===== src/rtl/sevenseg_scan_decoder.sv =====
// sevenseg_scan_decoder
//   Passive reader for a multiplexed 4-digit common-anode seven-segment bus.
//   The scanned bus is synchronised and debounced. Each stable segment pattern
//   is decoded back to a hex nibble and stored per digit. A full 4-digit frame
//   is snapshotted once every digit has been legally captured.
//
// Ports
//   clk          system clock
//   rst_n        asynchronous active-low reset
//   seg_n[6:0]   segments {g,f,e,d,c,b,a}, active-low
//   an_n[3:0]    anodes, active-low, an_n[0] = digit 0
//   dp_n         decimal point, active-low
//   digits[15:0] live decoded nibbles, digit i at [4i+3:4i]
//   digit_valid  bit i set when digit i last captured a legal pattern
//   dp_flags     captured decimal point per digit, active-high
//   frame_value  snapshot of digits taken when frame_done fires
//   frame_done   one-cycle pulse when all four digits were captured
//   decode_err   one-cycle pulse on an illegal capture
module sevenseg_scan_decoder #(
   parameter int STABLE_CYCLES = 4,
   parameter int CNT_W         = 8
) (
   input  logic        clk,
   input  logic        rst_n,
   input  logic [6:0]  seg_n,
   input  logic [3:0]  an_n,
   input  logic        dp_n,
   output logic [15:0] digits,
   output logic [3:0]  digit_valid,
   output logic [3:0]  dp_flags,
   output logic [15:0] frame_value,
   output logic        frame_done,
   output logic        decode_err
);

   typedef enum logic [1:0] {IDLE, SETTLE, HELD} state_t;

   localparam logic [CNT_W-1:0] CNT_MAX = CNT_W'(STABLE_CYCLES - 1);
   // Capture fires on the edge where the counter steps onto CNT_MAX, which
   // places the output update exactly STABLE_CYCLES+2 edges after the input.
   localparam logic [CNT_W-1:0] CNT_CAP = CNT_W'(STABLE_CYCLES - 2);

   state_t           state;
   logic [11:0]      s1, s2, p;
   logic [CNT_W-1:0] cnt;
   logic [3:0]       seen;

   logic [3:0]  s_an;
   logic [6:0]  s_seg;
   logic        s_dp;
   logic        changed;
   logic        capture;
   logic        one_cold;
   logic [1:0]  idx;
   logic [3:0]  nib;
   logic        legal;
   logic [15:0] dig_upd;
   logic [3:0]  seen_upd;

   always_comb begin
      s_an     = s2[11:8];
      s_seg    = s2[7:1];
      s_dp     = s2[0];
      changed  = (s2 != p);
      capture  = (state == SETTLE) && !changed && (cnt == CNT_CAP);
      one_cold = $onehot(~s_an);

      idx = '0;
      for (int unsigned i = 0; i < 4; i++) begin
         if (!s_an[i]) idx = 2'(i);
      end

      legal = 1'b1;
      nib   = '0;
      case (s_seg)
         7'h40: nib = 4'h0;
         7'h79: nib = 4'h1;
         7'h24: nib = 4'h2;
         7'h30: nib = 4'h3;
         7'h19: nib = 4'h4;
         7'h12: nib = 4'h5;
         7'h02: nib = 4'h6;
         7'h78: nib = 4'h7;
         7'h00: nib = 4'h8;
         7'h10: nib = 4'h9;
         7'h08: nib = 4'hA;
         7'h03: nib = 4'hB;
         7'h46: nib = 4'hC;
         7'h21: nib = 4'hD;
         7'h06: nib = 4'hE;
         7'h0E: nib = 4'hF;
         default: legal = 1'b0;
      endcase

      dig_upd                   = digits;
      dig_upd[{idx, 2'b00} +: 4] = nib;
      seen_upd                  = seen | (4'b0001 << idx);
   end

   always_ff @(posedge clk or negedge rst_n) begin
      if (!rst_n) begin
         s1          <= '1;
         s2          <= '1;
         p           <= '1;
         cnt         <= '0;
         seen        <= '0;
         state       <= IDLE;
         digits      <= '0;
         digit_valid <= '0;
         dp_flags    <= '0;
         frame_value <= '0;
         frame_done  <= 1'b0;
         decode_err  <= 1'b0;
      end else begin
         s1         <= {an_n, seg_n, dp_n};
         s2         <= s1;
         p          <= s2;
         frame_done <= 1'b0;
         decode_err <= 1'b0;

         if (changed)             cnt <= '0;
         else if (cnt != CNT_MAX) cnt <= cnt + 1'b1;

         if (changed) begin
            state <= (s_an == 4'b1111) ? IDLE : SETTLE;
         end else if (capture) begin
            state <= HELD;
            if (!one_cold) begin
               decode_err <= 1'b1;
            end else if (!legal) begin
               decode_err       <= 1'b1;
               digit_valid[idx] <= 1'b0;
            end else begin
               digits           <= dig_upd;
               digit_valid[idx] <= 1'b1;
               dp_flags[idx]    <= ~s_dp;
               if (seen_upd == 4'b1111) begin
                  frame_value <= dig_upd;
                  frame_done  <= 1'b1;
                  seen        <= '0;
               end else begin
                  seen <= seen_upd;
               end
            end
         end
      end
   end

endmodule


===== config.mk =====
export PLATFORM = sky130hd
export DESIGN_NAME = sevenseg_scan_decoder
export DESIGN_NICKNAME = d
export VERILOG_FILES = /design/src/rtl/sevenseg_scan_decoder.sv
export SDC_FILE = /design/constraint.sdc
export NUM_CORES = 1
export LEC_CHECK = 0
export ABC_CLOCK_PERIOD_IN_PS = 3610
export BUFFER_PORTS_ARGS = -buffer_cell sky130_fd_sc_hd__buf_2
export CAP_MARGIN = 20
export CORE_MARGIN = 4
export CORE_UTILIZATION = 40
export DETAILED_ROUTE_END_ITERATION = 7
export GPL_ROUTABILITY_DRIVEN = 0
export PLACE_DENSITY = 0.67
export REMOVE_ABC_BUFFERS = 1
export SYNTH_ARGS = -nofsm -noshare
export SYNTH_HDL_FRONTEND = slang
export SYNTH_SLANG_ARGS = --single-unit
export TNS_END_PERCENT = 20

===== constraint.sdc =====
create_clock -name clk -period 3.61 [get_ports clk]
set_clock_uncertainty 0.1 [all_clocks]
set_input_delay 0.1805 -clock clk [delete_from_list [all_inputs] [get_ports clk]]
set_output_delay 0.1805 -clock clk [all_outputs]
set_load 0.005 [all_outputs]

==> results.cfg <==
[detailed_routing]
top_layer = met4
drtAntennaViolNets = 0
wl_per_cell_um = 15.21
dr.pass1.iters = 4
drt_iter0_markers = 130
routed-wl-met3_um = 406
vias = 2894
route.met2.wl_mm = 3.962
wl_mm = 8.503
drcViolationCount = 0
post_drt_via_cell_ratio = 5.177
drt-met1-wl_mm = 3.979

[power_and_ir_drop]
max-vdd-ir-drop_mv = 0.2434
p_sw_frac = 0.2409
p_leak_nw = 2.323
p_sw_mw = 0.4648
power_density_nw_per_um2 = 388.1
seq_power_share = 0.565
intPower_mw = 1.465
combinationalPowerShare = 0.063
p_clk_frac = 0.372

[worst_setup_path]
required_ns = 3.76
cp_num_buf_inv = 1
startpoint = s2[9]$_DFF_PN1_
arrival_ns = 3.47
crit_family = simple AND/OR/NAND/NOR gates
crit_path_max_fanout = 9
critical-path-max-stage-delay_ns = 0.59
endpoint_kind = register
cp-start-kind = register
path_class = register to register
cpMostUsedCell = ha_1
rr_startpoint = s2[9]$_DFF_PN1_
worst_path_max_delay_cell = dfstp_2
crit_chain = fa_1 > inv_1 > ha_1 > ha_1 > nor3b_1 > nand4_1 > or4_4 > a31oi_4 > mux2_4

[timing]
relSlewSlack = 0.5710
drv_slew = 0
fmax_mhz = 301.5
fin_tns_setup_ns = 0
worstMarginPinSlew_ns = 0.6335
finalSetupViolCount = 0
hold_viol_final = 0
period_minus_slack_ns = 3.316
rsz0062_at_grt = false
finalCritPeriodShare = 0.9187

[placed_design]
place.detailed.hpwl_mm = 5.878
numPortBuffers = 55
placed_cell_area_um2 = 4599
place_inst = 529

[logic_synthesis]
ys_warn_count = 0
avgSynthCellArea_um2 = 12.12
async_flop_share = 1.000
yosysUniqueCellTypes = 57
synth_cells = 352
synthXorXnorAreaFrac = 0.03901
synth_most_common_cell = dfrtp_1
synthAdderAreaFrac = 0.04283
synth_common_cells = dfrtp_1, inv_1, dfstp_2
muxShareOfSynthArea = 0.06923
synth-main-ff-cell = dfrtp_1
synth_edf_count = 0
synth_top_area_cell = dfrtp_1
yosysSeqAreaShare = 0.5503
synth_top_family_by_area = compound AO/OA/AOI/OAI gates
yosys.area_share.simple = 0.1085
ys_seq_elements = 92
synth_compound_area_frac = 0.1291
synth_top_area_frac = 0.3285
netlist_area_um2 = 4265
synthTopCellsByArea = dfrtp_1, dfstp_2, ha_1

[die]
row_count = 37
core_um2 = 10370
start_util = 0.4113
fp.dieArea_um2 = 12380
dieHeight_um = 111.3
ios = 56
die_x_um = 111.3

[min_path]
hold_path_class = primary input to async pin

[cells_and_area]
syn_to_final_growth_pct = 16.54
drive_above_1_share = 0.3286
final_area_um2 = 4971
layoutNonFillerInstCount = 559
antenna_cells = 0
fin_nets = 446
fillers = 946

[global_route]
grt_start_max_net_pins = 93
first_global_vias = 2886
grt_util_all_layers = 0.1453
grt-ovfl-total = 0
antenna_found_initial = 0
grt_pass1_wl_mm = 14.68

[clock_network]
cts_buffers = 9
cts_tree = yes
htree_levels = 3
clock-sinks = 92
clock_latency_ns = 0.36
clockBufferDepth = 2
clkTransAtPathRegs_ns = 0.09
cts-root-buf = clkbuf_8

[status]
outcome = completed

[run]
drv_cap = 0
-- power by group through the flow --
stage          logic, mW  registers, mW  clock network (mW)
3_3_place_gp       0.105           1.11                   0
2_1_floorplan     0.0644           1.10                   0
3_5_place_dp       0.107           1.11                   0
5_1_grt            0.137           1.09               0.786
4_1_cts            0.118           1.09               0.746
6_report           0.121           1.09               0.718
-- cells by family (layout without fill, tap and decap cells) --
kind of cell    count (synthesis)  after routing
fa+ha+maj                      14             14
buf+inv                        52            123
xor+xnor                       19             19
compound gates                 68             68
mux                            25             25
flops                          92             92
simple gates                   82             82
-- worst register-to-register path, stage by stage (launching register included) --
cell and delay (ns):
dfstp_2 0.59, fa_1 0.42, inv_1 0.07, ha_1 0.14, ha_1 0.23, nor3b_1 0.32, nand4_1 0.19, or4_4 0.55
a31oi_4 0.28, mux2_4 0.33
-- per-layer routing --
| layer | track usage | vias up |
|---|---|---|
| met4 | 0.05515 | 0 |
| met1 | 0.2047 | 1430 |
| met2 | 0.2163 | 76 |
| li1 | - | 1375 |
| met3 | 0.03603 | 13 |
| met5 | 0 | - |
-- cell usage in the layout, fill, tap and decap left out, drive strengths merged, types with 7 or more instances in the layout --
cell         instances
buf                 57
xnor2               13
dlygate4sd3         13
nand3               10
clkbuf              10
nor2                18
dfstp               36
mux2                18
inv                 38
o22ai               21
nand2               16
dfrtp               56
mux2i                7
nand4                8
ha                  13
-- final cells by class --
cell class | count | area [um^2] | area share
clock inverter | 6 | 72.57 | 0.01460
multi-input combinational | 208 | 1662 | 0.3343
inverter | 37 | 138.9 | 0.02794
tap | 136 | 170.2 | 0.03423
sequential | 92 | 2347 | 0.4722
timing repair buffer | 70 | 442.9 | 0.08910
clock buffer | 10 | 137.6 | 0.02769
-- worst paths after layout --
path                                           to  slack [ns]  cells past startpoint
max reg2reg                 digits[5]$_DFFE_PN0P_        0.29                      9
min reg2reg                      s2[10]$_DFF_PN1_        0.26                      0
max                         digits[5]$_DFFE_PN0P_        0.29                      9
max in group asynchronous          p[8]$_DFF_PN1_        2.51                      3
min                        digits[11]$_DFFE_PN0P_        0.21                      2
min in group clk                 s2[10]$_DFF_PN1_        0.26                      0
-- sequential cells by signal, summed over array words and instances (netlist names), named ones only --
| name | cells |
|---|---|
| digits | 16 |
| frame_value | 16 |
| p | 12 |
| s1 | 12 |
| s2 | 12 |
| cnt | 8 |
| dp_flags | 4 |
| seen | 4 |
| state | 2 |
| decode_err | 1 |
| frame_done | 1 |
-- repair_timing --
item | 4_1_cts | 5_1_grt
hold buffers | 13 | 0
setup endpoints to repair | 0 | 3
resized for setup | 0 | 1
hold endpoints to repair | 68 | 0
buffers inserted | 0 | 0
-- stage by stage --
step	setup slack (ns)	util	power (mW)	hold slack, ns
4_1_cts	0.1206	0.4764	1.955	0.2547
3_5_place_dp	0.1367	0.4435	1.216	0.1867
2_1_floorplan	0.3766	-	1.168	-0.2151
6_report	0.2935	0.4794	1.929	0.2060
3_3_place_gp	0.2109	0.4435	1.214	0.1850
5_1_grt	0.1403	0.4794	2.017	0.2605
Power figures use the tool's default switching activity.
